[config.mk]
export PLATFORM = sky130hd
export DESIGN_NAME = fp_gp_xfer_ctrl
export DESIGN_NICKNAME = d
export VERILOG_FILES = /design/src/rtl/fp_gp_pkg.sv /design/src/rtl/fp_gp_transfer.sv /design/src/rtl/fp_gp_xfer_ctrl.sv
export SDC_FILE = /design/constraint.sdc
export NUM_CORES = 1
export LEC_CHECK = 0
export BUFFER_PORTS_ARGS = -buffer_cell sky130_fd_sc_hd__buf_2
export CAP_MARGIN = 20
export CORE_UTILIZATION = 40
export DETAILED_ROUTE_END_ITERATION = 10
export PLACE_DENSITY = 0.77
export RECOVER_POWER = 25
export SETUP_SLACK_MARGIN = 0.2
export SLEW_MARGIN = 10
export SYNTH_ARGS = -nofsm -noshare
export SYNTH_HDL_FRONTEND = slang
export SYNTH_SLANG_ARGS = --single-unit
export TNS_END_PERCENT = 10
[constraint.sdc]
create_clock -name clk -period 1.54 [get_ports clk]
set_input_delay 0.308 -clock clk [delete_from_list [all_inputs] [get_ports clk]]
set_output_delay 0.308 -clock clk [all_outputs]
set_load 0.03 [all_outputs]
[src/rtl/fp_gp_pkg.sv]
// Shared types and constants for the GP<->FP register transfer controller.
package fp_gp_pkg;

   typedef enum logic [1:0] {
      IDLE  = 2'd0,
      READ  = 2'd1,
      CAPT  = 2'd2,
      WRITE = 2'd3
   } xfer_state_t;

   localparam logic XFER_MTC1 = 1'b1;
   localparam logic XFER_MFC1 = 1'b0;

   // GP register 0 is hardwired to zero and never written.
   localparam int GP_ZERO_REG = 0;

endpackage

[src/rtl/fp_gp_transfer.sv]
// CAPT-stage result mux: picks the source file's read data for the transfer direction.
module fp_gp_transfer
   import fp_gp_pkg::*;
#(
   parameter int DATA_W = 32
) (
   input  logic              i_is_mtc1,
   input  logic [DATA_W-1:0] i_gp_data,
   input  logic [DATA_W-1:0] i_fp_data,
   output logic [DATA_W-1:0] o_data
);

   assign o_data = (i_is_mtc1 == XFER_MTC1) ? i_gp_data : i_fp_data;

endmodule

[src/rtl/fp_gp_xfer_ctrl.sv]
// MTC1/MFC1 transfer sequencer: read source file, capture, then arbitrate the
// destination write port against the pipeline with a bounded-wait stall.
//
// state | meaning
// IDLE  | ready for a request; latches direction, src and dst on req_valid
// READ  | one-cycle read of the source file at src
// CAPT  | source read data registered into r_data
// WRITE | write dst; yield to pipeline up to MAX_WAIT cycles, then stall it
module fp_gp_xfer_ctrl
   import fp_gp_pkg::*;
#(
   parameter int DATA_W   = 32,
   parameter int ADDR_W   = 5,
   parameter int MAX_WAIT = 4
) (
   input  logic              clk,
   input  logic              rst,
   input  logic              req_valid,
   output logic              req_ready,
   input  logic              req_is_mtc1,
   input  logic [ADDR_W-1:0] req_src,
   input  logic [ADDR_W-1:0] req_dst,
   output logic              gp_rd_en,
   output logic [ADDR_W-1:0] gp_rd_addr,
   output logic              fp_rd_en,
   output logic [ADDR_W-1:0] fp_rd_addr,
   input  logic [DATA_W-1:0] gp_rd_data,
   input  logic [DATA_W-1:0] fp_rd_data,
   output logic              gp_wr_en,
   output logic [ADDR_W-1:0] gp_wr_addr,
   output logic [DATA_W-1:0] gp_wr_data,
   output logic              fp_wr_en,
   output logic [ADDR_W-1:0] fp_wr_addr,
   output logic [DATA_W-1:0] fp_wr_data,
   input  logic              pipe_gp_wr_req,
   input  logic              pipe_fp_wr_req,
   output logic              pipe_stall,
   output logic              busy,
   output logic              done
);

   localparam int CNT_W = $clog2(MAX_WAIT + 1);

   xfer_state_t       r_state;
   xfer_state_t       w_next;
   logic              r_is_mtc1;
   logic [ADDR_W-1:0] r_src;
   logic [ADDR_W-1:0] r_dst;
   logic [DATA_W-1:0] r_data;
   logic [CNT_W-1:0]  r_wait_cnt;

   logic [DATA_W-1:0] w_xfer_data;
   logic              w_conflict;
   logic              w_gp_zero;
   logic              w_yield;
   logic              w_wr;

   fp_gp_transfer #(.DATA_W(DATA_W)) u_xfer (
      .i_is_mtc1 (r_is_mtc1),
      .i_gp_data (gp_rd_data),
      .i_fp_data (fp_rd_data),
      .o_data    (w_xfer_data)
   );

   // Only the destination file's pipeline request can block the write.
   assign w_conflict = (r_is_mtc1 == XFER_MTC1) ? pipe_fp_wr_req : pipe_gp_wr_req;
   assign w_gp_zero  = (r_is_mtc1 == XFER_MFC1) && (r_dst == ADDR_W'(GP_ZERO_REG));

   always_ff @(posedge clk or posedge rst) begin
      if (rst) begin
         r_state    <= IDLE;
         r_is_mtc1  <= 1'b0;
         r_src      <= '0;
         r_dst      <= '0;
         r_data     <= '0;
         r_wait_cnt <= '0;
      end else begin
         r_state <= w_next;
         if (r_state == IDLE && req_valid) begin
            r_is_mtc1 <= req_is_mtc1;
            r_src     <= req_src;
            r_dst     <= req_dst;
         end
         if (r_state == CAPT) begin
            r_data <= w_xfer_data;
         end
         if (r_state == WRITE && w_next != WRITE) begin
            r_wait_cnt <= '0;
         end else if (w_yield) begin
            r_wait_cnt <= r_wait_cnt + 1'b1;
         end
      end
   end

   always_comb begin
      w_next     = r_state;
      req_ready  = 1'b0;
      gp_rd_en   = 1'b0;
      fp_rd_en   = 1'b0;
      w_wr       = 1'b0;
      w_yield    = 1'b0;
      pipe_stall = 1'b0;
      done       = 1'b0;
      case (r_state)
         IDLE: begin
            req_ready = 1'b1;
            if (req_valid) w_next = READ;
         end
         READ: begin
            gp_rd_en = (r_is_mtc1 == XFER_MTC1);
            fp_rd_en = (r_is_mtc1 == XFER_MFC1);
            w_next   = CAPT;
         end
         CAPT: w_next = WRITE;
         WRITE: begin
            if (w_gp_zero) begin
               done   = 1'b1;
               w_next = IDLE;
            end else if (!w_conflict) begin
               w_wr   = 1'b1;
               done   = 1'b1;
               w_next = IDLE;
            end else if (r_wait_cnt < CNT_W'(MAX_WAIT)) begin
               w_yield = 1'b1;
            end else begin
               pipe_stall = 1'b1;
               w_wr       = 1'b1;
               done       = 1'b1;
               w_next     = IDLE;
            end
         end
         default: w_next = IDLE;
      endcase
   end

   assign busy       = (r_state != IDLE);
   assign gp_rd_addr = gp_rd_en ? r_src : '0;
   assign fp_rd_addr = fp_rd_en ? r_src : '0;
   assign fp_wr_en   = w_wr && (r_is_mtc1 == XFER_MTC1);
   assign gp_wr_en   = w_wr && (r_is_mtc1 == XFER_MFC1);
   assign fp_wr_addr = fp_wr_en ? r_dst  : '0;
   assign fp_wr_data = fp_wr_en ? r_data : '0;
   assign gp_wr_addr = gp_wr_en ? r_dst  : '0;
   assign gp_wr_data = gp_wr_en ? r_data : '0;

endmodule

==> results of run 1 <==
## cells in the final DEF, fill, tap and decap left out, types with 16 or more instances in the layout
cell type	synthesis	final
and2_1	50	47
buf_2	8	84
buf_4	5	34
buf_6	4	83
dfrtp_1	48	47
mux2i_1	33	32
nand2_1	34	34
nor3b_2	14	17
nor3b_4	0	16
o21ai_0	34	32
## worst max-delay path: cells and delay by family (launching register included)
family | cells | cell delay [ns]
DFF | 1 | 0.42
buffers and inverters | 3 | 0.41
and+or+nand+nor | 3 | 0.61
## where the power goes
group	internal, mW	switching, mW
logic	2.57	2.95
registers	1.89	0.516
clock network	0.365	0.409
total	4.82	3.87
## cell usage after synthesis (2+ instances only)
cell type,number
and2_1,50
dfrtp_1,48
nand2_1,34
o21ai_0,34
mux2i_1,33
nor3b_1,19
nor3b_2,14
mux2_2,11
inv_1,10
clkbuf_1,9
buf_2,8
nor2_1,8
buf_4,5
a21oi_1,4
buf_6,4
a211o_1,2
nand3_1,2
nor4_1,2
## cell type report
type / count / area, um2 / area share [%]
tap: 96 / 120 / 2.38
timing repair buffer: 209 / 1760 / 34.9
sequential: 48 / 1200 / 23.8
clock inverter: 1 / 7.51 / 0.149
inverter: 10 / 37.5 / 0.743
clock buffer: 7 / 86.3 / 1.71
multi-input combinational: 220 / 1840 / 36.4
## cells by family (layout without fill, tap and decap cells)
logic type | after synthesis | count (layout)
AND/OR/NAND/NOR | 134 | 134
flip-flops | 48 | 48
multiplexers | 44 | 44
adder cells (fa/ha/maj) | 1 | 1
AO/OA/AOI/OAI | 41 | 41
buffers and inverters | 36 | 227
## per-stage QoR
| stage | setup slack [ns] | util, % | area, um2 | cells |
|---|---|---|---|---|
| 6_report | -0.498 | 73.2 | 5050 | 591 |
| 3_3_place_gp | -0.232 | 61.2 | 4230 | 575 |
| 3_5_place_dp | -0.317 | 61.2 | 4230 | 575 |
| 2_1_floorplan | -0.243 | - | 3160 | 304 |
| 5_1_grt | -0.555 | 73.2 | 5050 | 591 |
| 4_1_cts | -0.487 | 71.5 | 4940 | 589 |
## worst max-delay path by stage
stage | startpoint | to | slack (ns) | cells after the start
final | r_dst[4]$_DFFE_PP0P_ | gp_wr_data[19] | -0.50 | 6
after global routing | r_dst[4]$_DFFE_PP0P_ | gp_wr_data[19] | -0.56 | 6
after CTS | r_dst[4]$_DFFE_PP0P_ | gp_wr_data[19] | -0.49 | 6
after detailed placement | r_is_mtc1$_DFFE_PP0P_ | gp_wr_data[15] | -0.32 | 5
after global placement | r_is_mtc1$_DFFE_PP0P_ | gp_wr_data[15] | -0.23 | 5
after floorplan | r_is_mtc1$_DFFE_PP0P_ | gp_wr_data[17] | -0.24 | 5
## metal layers
metal | share of wire, % | wire, um
met3 | 5.8 | 580
met5 | 0 | 0
met4 | 2.7 | 270
met2 | 56 | 5600
met1 | 36 | 3630
## flip-flops by register name, summed over array words and instances, names as in the netlist
register    flops
r_dst           5
r_src           5
r_is_mtc1       1
r_state         2
r_wait_cnt      3
r_data         32
## repair_timing
item,CTS,global route
gates resized for setup,170,24
gates cloned,2,1
hold buffers,0,0
buffers inserted,4,1
endpoints found under the setup margin,130,133
pin swaps,13,13
==> flow_summary.yaml, run 1 <==
timing:
  slew-limit-headroom_pct: 18.0
  fin_crit_ns: 2.04
  fin_hold_ws_ns: 0.0802
  setup_violations: 91
  fin_ws_ns: -0.498
  fmax_ghz: 0.491
  fin_skew_ns: 0.00333
  rsz0062_at_grt: "true"
  hold_viol: 0
  finalMaxSlewViolations: 0
  setup_tns_ns: -35.37
  worst-slew-pin-transition_ns: 1.23
  fin_crit_sh_pct: 132
route:
  viasPerCell: 5.00
  first_pass_iters: 4
  drt_iter0_drc: 98
  wl_per_cell_um: 17.1
  num_vias: 2957
  postRouteAntennaNets: 0
  wl_um: 10100
  drc: 0
logic_synthesis:
  synth_top_area_cell: "dfrtp_1"
  synth-xor-area-share_pct: 0
  netlist_area_mm2: 0.00292
  ys.flop_type: "dfrtp_1"
  avgSynthCellArea_um2: 9.60
  synth_area_leaders: "dfrtp_1 41%, mux2i_1 11%, and2_1 11%"
  ys_warn_count: 0
  synthAdderAreaFrac_pct: 0.429
  synth_edf_count: 0
  synthMuxAreaShare_pct: 15.6
  synth_simple_gate_area_share_pct: 28.8
  syn_nets: 385
  ys_seq_area_share_pct: 41.1
  ys_types: 25
  synth_cells: 304
  synth_top_family_by_area: "simple AND/OR/NAND/NOR gates"
  yosys.area.top_type_share_pct: 41.1
  synthArstFlopShare_pct: 100
  synth_compound_area_share_pct: 7.42
  ys_ff_latch: 48
clock_tree:
  clk_path_buf_depth: 2
  clk_latency_ns: 0.29
  cts.sinks: 48
  clk_pin_slew_worst_paths_ns: 0.09
  cts_tree: "done"
  clockRootBuffer: "clkbuf_8"
  cts_buffers: 5
  htreeDepth: 2
run:
  cap_violations: 0
critical_path:
  r2r-end: "r_state[1]$_DFF_PP0_"
  crit_arrival_ns: 1.73
  r2r-start: "r_is_mtc1$_DFFE_PP0P_"
  r2r_cells: 5
  critical_path.startpoint_type: "register"
  reg2reg_slack_ns: 0.04
  crit_type: "register to primary output"
  endpoint_kind: "primary output"
  crit_fanout: 7
  cpMostUsedCell: "buf_6"
  cp.required_ns: 1.23
  critPathMaxStageDelay_ns: 0.42
  slowest_stage: "dfrtp_1"
  crit_path_cell_trace: "nor4_4 -> and2_4 -> buf_6 -> buf_16 -> nor3b_4 -> buf_6"
grt:
  grtUsageMet3_pct: 3.89
  met2_usage_pct: 48.9
  grt-ovfl-total: 0
  grt_util_met1_pct: 27.6
  antenna_found_initial: 0
  track_usage_pct: 25.7
  grt_pass1_vias: 3049
  grt_start_max_net_pins: 39
  grt.busiest_layer: "met2"
  grt_pass1_wl_um: 15000
floorplan:
  die_x_um: 87.4
  die_area_mm2: 0.00764
  core_mm2: 0.00691
  start_util_pct: 42.3
  placementRows: 30
  die_height_um: 87.4
  pin_count: 172
power_and_ir_drop:
  ir_drop_v: 0.000764
  p_leak_nw: 2.42
  power_density_mw_per_mm2: 1720
  finalPower_mw: 8.69
run_status:
  status: "finished, violations left"
  violations: "setup timing"
final_layout:
  layout-drive-gt1-share_pct: 57.0
  diodes: 0
  area_delta_synth_final_pct: 73.1
  fillers: 494
  fin_nets: 575
placed_design:
  gp_congestion: 0.787
  dp.final_hpwl_um: 6500
  port_buffers: 171
min_path:
  hold_class: "primary input to async pin"
Note: power is estimated with default switching activity, not from simulation.
==> run 2: changes to the inputs <==
--- a/config.mk
+++ b/config.mk
@@ -7,10 +7,12 @@
 export LEC_CHECK = 0
 export BUFFER_PORTS_ARGS = -buffer_cell sky130_fd_sc_hd__buf_2
 export CAP_MARGIN = 20
-export CORE_UTILIZATION = 40
+export CELL_PAD_IN_SITES_DETAIL_PLACEMENT = 1
+export CELL_PAD_IN_SITES_GLOBAL_PLACEMENT = 1
+export CORE_UTILIZATION = 28
 export DETAILED_ROUTE_END_ITERATION = 10
-export PLACE_DENSITY = 0.77
-export RECOVER_POWER = 25
+export PLACE_DENSITY_LB_ADDON = 0.1
+export RECOVER_POWER = 50
 export SETUP_SLACK_MARGIN = 0.2
 export SLEW_MARGIN = 10
 export SYNTH_ARGS = -nofsm -noshare
==> run 2 against run 1 <==
Effect of this change:
- the flow still finishes with violations (setup timing)
- cell count increased by 7.8%
- clock power increased by 1%
- core utilization decreased by 19 points
- highest routed layer unchanged
- largest cell class unchanged
- fmax decreased by 1.3%
- global-route usage decreased by 6.6 points
- worst setup slack got worse by 0.027 ns
- count of clock-buffer cells in the layout increased by 1
==> flow_summary.yaml, run 2 (synthesized netlist as in run 1, its figures left out) <==
timing:
  fin_crit_ns: 2.07
  setup_violations: 92
  worst-slew-pin-transition_ns: 0.572
  hold_viol: 0
  setup_tns_ns: -40.12
  finalMaxSlewViolations: 0
  fin_hold_ws_ns: 0.235
  fin_crit_sh_pct: 134
  fin_skew_ns: 0.00483
  fin_ws_ns: -0.525
  slew-limit-headroom_pct: 61.8
  rsz0062_at_grt: "true"
  fmax_ghz: 0.484
route:
  viasPerCell: 4.60
  postRouteAntennaNets: 0
  wl_um: 10400
  drt_iter0_drc: 44
  first_pass_iters: 4
  num_vias: 2929
  wl_per_cell_um: 16.3
  drc: 0
critical_path:
  crit_buf_inv: 3
  crit_path_cell_trace: "nor4_4 -> and2_4 -> buf_6 -> buf_12 -> nor3b_2 -> buf_4"
  reg2reg_slack_ns: 0.06
  path_delay_family: "simple AND/OR/NAND/NOR gates"
  crit_start: "r_dst[4]$_DFFE_PP0P_"
  critPathMaxStageDelay_ns: 0.42
  cp.required_ns: 1.23
  crit_fanout: 7
  crit_arrival_ns: 1.76
  slowest_stage: "dfrtp_1"
  crit_type: "register to primary output"
  r2r-start: "r_state[1]$_DFF_PP0_"
  endpoint_kind: "primary output"
  critical_path.startpoint_type: "register"
clock_tree:
  clk_pin_slew_worst_paths_ns: 0.09
  cts.sinks: 48
  htreeDepth: 2
  clk_latency_ns: 0.30
  clk_path_buf_depth: 2
  cts_buffers: 5
  cts_tree: "done"
  clockRootBuffer: "clkbuf_8"
final_layout:
  stdcell_area_mm2: 0.00535
  regMostFlops: "r_data"
  area_delta_synth_final_pct: 83.4
  register_area_mm2: 0.00120
  largest_register_ffs: 32
  post-route-util_pct: 53.8
  layout_commonest_cell: "buf_6"
  fillers: 1111
  layout_common_cells: "82 x buf_6, 80 x buf_2, 47 x dfrtp_1"
  fin_nets: 583
  top_regs: "r_data x32, r_dst x5, r_src x5"
  multi_input_area_mm2: 0.00193
  layout-drive-gt1-share_pct: 64.4
  instances_no_fill: 637
power_and_ir_drop:
  combPwrFrac_pct: 64.6
  p_int_mw: 5.10
  clkPwrFrac_pct: 8.7
  ir_drop_v: 0.000716
  power_density_mw_per_mm2: 1680
  p_leak_nw: 2.54
  p_sw_share_pct: 43.3
  finalPower_mw: 8.99
  p_seq_share_pct: 26.7
  p_sw_mw: 3.89
run_status:
  violations: "setup timing"
  status: "finished, violations left"
placed_design:
  gp_congestion: 0.748
  dp.cells: 617
  dp.final_hpwl_um: 7270
  port_buffers: 171
  preCtsSetupSlack_ns: -0.306
  placed_area_mm2: 0.00439
floorplan:
  die_height_um: 104
  placementRows: 36
  pin_count: 172
  start_util_pct: 29.3
  die_area_mm2: 0.0108
  core_mm2: 0.00995
  die_x_um: 104
grt:
  grt_start_max_net_pins: 47
  grt_util_met1_pct: 23.2
  antenna_found_initial: 1
  grtUsageMet3_pct: 4.01
  grt_pass1_vias: 3108
  grt.busiest_layer: "met2"
  grt-ovfl-total: 0
  met2_usage_pct: 35.0
  grt_pass1_wl_um: 16400
  track_usage_pct: 19.0
run:
  cap_violations: 0
min_path:
  hold_class: "primary input to register"
  min_from: "req_src[2]"
==> run 2: changes by cell type in the layout (fill, tap and decap cells not counted), sizes merged <==
| cell | change |
|---|---|
| buf | +9 |
| clkbuf | -1 |
| clkinvlp | -1 |
| diode | +1 |
| dlygate4sd3 | +1 |
==> run 2: area by class of cell <==
cell class              instances  share of cell area [%]
multi-input cells             220                    36.1
inverters                      10                   0.701
repair buffers                217                    35.9
well taps                     133                    3.11
diodes                          1                  0.0468
clock buffers                   8                    1.68
flip-flops and latches         48                    22.5
==> run 2: path summary, 6_finish.rpt <==
kind / to / cells past startpoint
min: r_src[2]$_DFFE_PP0P_ / 2
max: gp_wr_data[0] / 6
min reg2reg: r_data[12]$_DFFE_PP0P_ / 2
max in group asynchronous: r_data[27]$_DFFE_PP0P_ / 4
min in group asynchronous: r_src[2]$_DFFE_PP0P_ / 3
max reg2reg: r_is_mtc1$_DFFE_PP0P_ / 5
==> run 2: power by group through the flow <==
stage               Sequential (mW)  Clock (mW)  Combinational [mW]
floorplan                      2.19           0                3.35
global placement               2.31           0                4.64
detailed placement             2.34           0                4.73
CTS                            2.36       0.824                5.61
global route                   2.49       0.862                6.22
finish                         2.40       0.784                5.81
==> run 2: layer usage <==
layer  wire, um  share of wire, %  vias to the layer above
met5          0                 0                        -
met4         75              0.72                        0
met3        521               5.0                        7
met2       5600                54                      101
met1       4210                40                     1404
li1           -                 -                     1417
==> run 2: repair_timing <==
| action | CTS | global route |
|---|---|---|
| hold endpoints to repair | 12 | 0 |
| buffers inserted | 6 | 2 |
| gates cloned | 2 | 0 |
| endpoints found under the setup margin | 137 | 136 |
| gates resized for setup | 196 | 47 |
| pin swaps | 24 | 20 |
| hold buffers | 1 | 0 |
==> run 3: changes to the inputs <==
--- a/config.mk
+++ b/config.mk
@@ -5,11 +5,12 @@
 export SDC_FILE = /design/constraint.sdc
 export NUM_CORES = 1
 export LEC_CHECK = 0
+export ABC_AREA = 1
 export BUFFER_PORTS_ARGS = -buffer_cell sky130_fd_sc_hd__buf_2
 export CAP_MARGIN = 20
 export CELL_PAD_IN_SITES_DETAIL_PLACEMENT = 1
 export CELL_PAD_IN_SITES_GLOBAL_PLACEMENT = 1
-export CORE_UTILIZATION = 28
+export CORE_UTILIZATION = 25
 export DETAILED_ROUTE_END_ITERATION = 10
 export PLACE_DENSITY_LB_ADDON = 0.1
 export RECOVER_POWER = 50
==> run 3 against run 2 <==
Effect of this change:
- the flow still finishes with violations (setup timing)
- cell area down 3.4%
- sequential cell count is the same
- synthesized area shrank 9.2%
- die area increased by 1.6%
- count of clock-buffer cells in the layout decreased by 2
- worst hold slack improved by 0.018 ns
- register-to-register slack gained 0.14 ns
- non-clock buffer count decreased by 17
- sequential share of layout area rose by 0.76 points
- combinational power grew 23%
- cell count up 7.2%
- first-iteration DRC count is 4.5% higher
- largest cell class unchanged
- highest routed layer unchanged
==> flow_summary.yaml, run 3 <==
route:
  highest_layer: "met4"
  wl_per_cell_um: 14.2
  first_pass_iters: 4
  viasPerCell: 4.57
  drc: 0
  wl_um: 9720
  met1Wirelength_um: 4060
  wl_met2_um: 5230
  postRouteAntennaNets: 0
  drt_iter0_drc: 46
  routed-wl-met3_um: 377
  num_vias: 3122
timing:
  rsz0062_at_grt: "true"
  setup_violations: 91
  fin_ws_ns: -0.421
  slew-limit-headroom_pct: 17.8
  fin_crit_sh_pct: 127
  fmax_ghz: 0.510
  fin_skew_ns: 0.00559
  finalMaxSlewViolations: 0
  worst-slew-pin-transition_ns: 1.23
  hold_viol: 0
  fin_crit_ns: 1.96
critical_path:
  crit_type: "register to primary output"
  critical_path.startpoint_type: "register"
  crit_path_cell_trace: "buf_4 -> nand2_2 -> nand3_4 -> nand4_4 -> buf_12 -> clkinvlp_4 -> buf_4"
  endpoint_kind: "primary output"
  critPathMaxStageDelay_ns: 0.40
  slowest_stage: "dfrtp_1"
  r2r_cells: 6
  cp.required_ns: 1.23
  cpMostUsedCell: "buf_4"
  crit_fanout: 17
  crit_arrival_ns: 1.65
final_layout:
  instances_no_fill: 683
  register_area_mm2: 0.00120
  layout-drive-gt1-share_pct: 63.6
  post-route-util_pct: 50.3
  layout_common_cells: "85 x buf_6, 80 x buf_2, 53 x nor2_4"
  stdcell_area_mm2: 0.00517
  regMostFlops: "r_data"
  diodes: 0
  fin_nets: 628
  top_regs: "r_data x32, r_dst x5, r_src x5"
  layout_commonest_cell: "buf_6"
  multi_input_area_mm2: 0.00180
  fillers: 1211
  area_delta_synth_final_pct: 95.2
  largest_register_ffs: 32
placed_design:
  port_buffers: 171
  placed_area_mm2: 0.00436
  gp_congestion: 0.744
  dp.cells: 676
  dp.final_hpwl_um: 7260
clock_tree:
  clk_path_buf_depth: 2
  htreeDepth: 2
  clk_latency_ns: 0.29
  cts_buffers: 5
  clk_pin_slew_worst_paths_ns: 0.09
  cts_tree: "done"
  cts.sinks: 48
  clockRootBuffer: "clkbuf_8"
  cts_hold_buf: 0
  cts_setup_buffers: 0
grt:
  antenna_found_initial: 0
  grt-ovfl-total: 0
  track_usage_pct: 17.9
  grt_start_max_net_pins: 49
  grt_pass1_vias: 3197
  grt_pass1_wl_um: 15800
logic_synthesis:
  syn_nets: 445
  ys_types: 20
  synthMuxAreaShare_pct: 0
  synthAdderAreaFrac_pct: 0.472
  netlist_area_mm2: 0.00265
  synthArstFlopShare_pct: 100
  synth_compound_area_share_pct: 15.9
  yosys-top-cells-count: "134 x nor2_1, 54 x inv_1, 48 x dfrtp_1"
  ys_ff_latch: 48
  synth_simple_gate_area_share_pct: 24.1
  synth_top_area_cell: "dfrtp_1"
  synth_edf_count: 0
  synth.most_common_cell: "nor2_1"
  synth_area_leaders: "dfrtp_1 45%, nor2_1 19%, inv_1 7.6%"
  synth_cells: 364
  ys_warn_count: 0
  yosys.area.top_type_share_pct: 45.3
  ys_seq_area_share_pct: 45.3
  avgSynthCellArea_um2: 7.28
  synth_top_family_by_area: "simple AND/OR/NAND/NOR gates"
  ys.flop_type: "dfrtp_1"
  synth-xor-area-share_pct: 0.331
run_status:
  violations: "setup timing"
  status: "finished, violations left"
run:
  cap_violations: 0
power_and_ir_drop:
  p_sw_share_pct: 51.1
  p_sw_mw: 5.09
  power_density_mw_per_mm2: 1930
  combPwrFrac_pct: 71.8
  p_leak_nw: 2.40
  finalPower_mw: 9.97
  ir_drop_v: 0.00109
  p_seq_share_pct: 21.0
  clkPwrFrac_pct: 7.2
  p_int_mw: 4.87
floorplan:
  die_x_um: 105
  die_height_um: 105
  start_util_pct: 25.8
  pin_count: 172
  die_area_mm2: 0.0110
  placementRows: 37
  core_mm2: 0.0103
min_path:
  hold_class: "primary input to register"
  min_path_cells: 3
run 3: cell types whose count changed after synthesis, moves of 24 or more:
cell     delta
mux2i_1    -33
nand2_1    -24
nor2_1    +126
inv_1      +44
o22ai_1    +32
and2_1     -50
run 3: logic make-up (layout without fill, tap and decap cells):
logic type / Yosys count / after routing
fa+ha+maj: 1 / 1
flops: 48 / 48
simple gates: 157 / 157
buf+inv: 81 / 264
xor+xnor: 1 / 1
compound gates: 76 / 76
run 3: path summary, 6_finish.rpt:
path                                             end                      start  slack [ns]
max in group asynchronous     r_data[14]$_DFFE_PP0P_                        rst        0.40
hold reg to reg            r_wait_cnt[1]$_DFFE_PP0P_  r_wait_cnt[1]$_DFFE_PP0P_        0.51
setup reg to reg              r_data[19]$_DFFE_PP0P_       r_state[1]$_DFF_PP0_        0.20
setup / recovery                            gp_wr_en      r_is_mtc1$_DFFE_PP0P_       -0.42
hold / removal                r_data[17]$_DFFE_PP0P_             gp_rd_data[17]        0.25
min in group asynchronous       r_dst[2]$_DFFE_PP0P_                        rst        0.41
run 3: timing repair:
item,4_1_cts,5_1_grt
endpoints found under the setup margin,99,137
resized for setup,158,95
pin swaps,1,31
run 3: worst max-delay path: cells and delay by family, from the launching register on:
| family | cells | cell delay [ns] |
|---|---|---|
| buffers and inverters | 4 | 0.61 |
| DFF | 1 | 0.40 |
| and+or+nand+nor | 3 | 0.33 |
run 3: power groups by stage:
stage / registers [mW] / clock network (mW) / logic [mW]
floorplan: 2.08 / 0 / 4.34
global placement: 2.10 / 0 / 5.90
detailed placement: 2.12 / 0 / 6.04
CTS: 2.10 / 0.754 / 6.65
global route: 2.16 / 0.814 / 7.70
finish: 2.09 / 0.722 / 7.15
run 3: metal layers:
metal / track usage [%] / up-vias
met2: 32.8 / 84
met1: 22.2 / 1516
li1: - / 1518
met5: 0 / -
met3: 2.74 / 4
met4: 3.52 / 0
run 3: stage by stage:
stage | setup WS (ns) | hold WS, ns | setup TNS (ns)
2_1_floorplan | -0.0933 | 0.453 | -4.84
3_3_place_gp | -0.146 | 0.379 | -7.71
3_5_place_dp | -0.188 | 0.380 | -10.28
4_1_cts | -0.458 | 0.0534 | -35.31
5_1_grt | -0.542 | 0.252 | -42.00
6_report | -0.421 | 0.252 | -32.60
run 3: cell type report:
type                    instances  share of cell area [%]
clock buffers                   6                    1.40
repair buffers                200                    32.7
inverters                      57                    4.48
clock inverters                 1                  0.0968
multi-input cells             235                    34.8
flip-flops and latches         48                    23.2
well taps                     136                    3.29
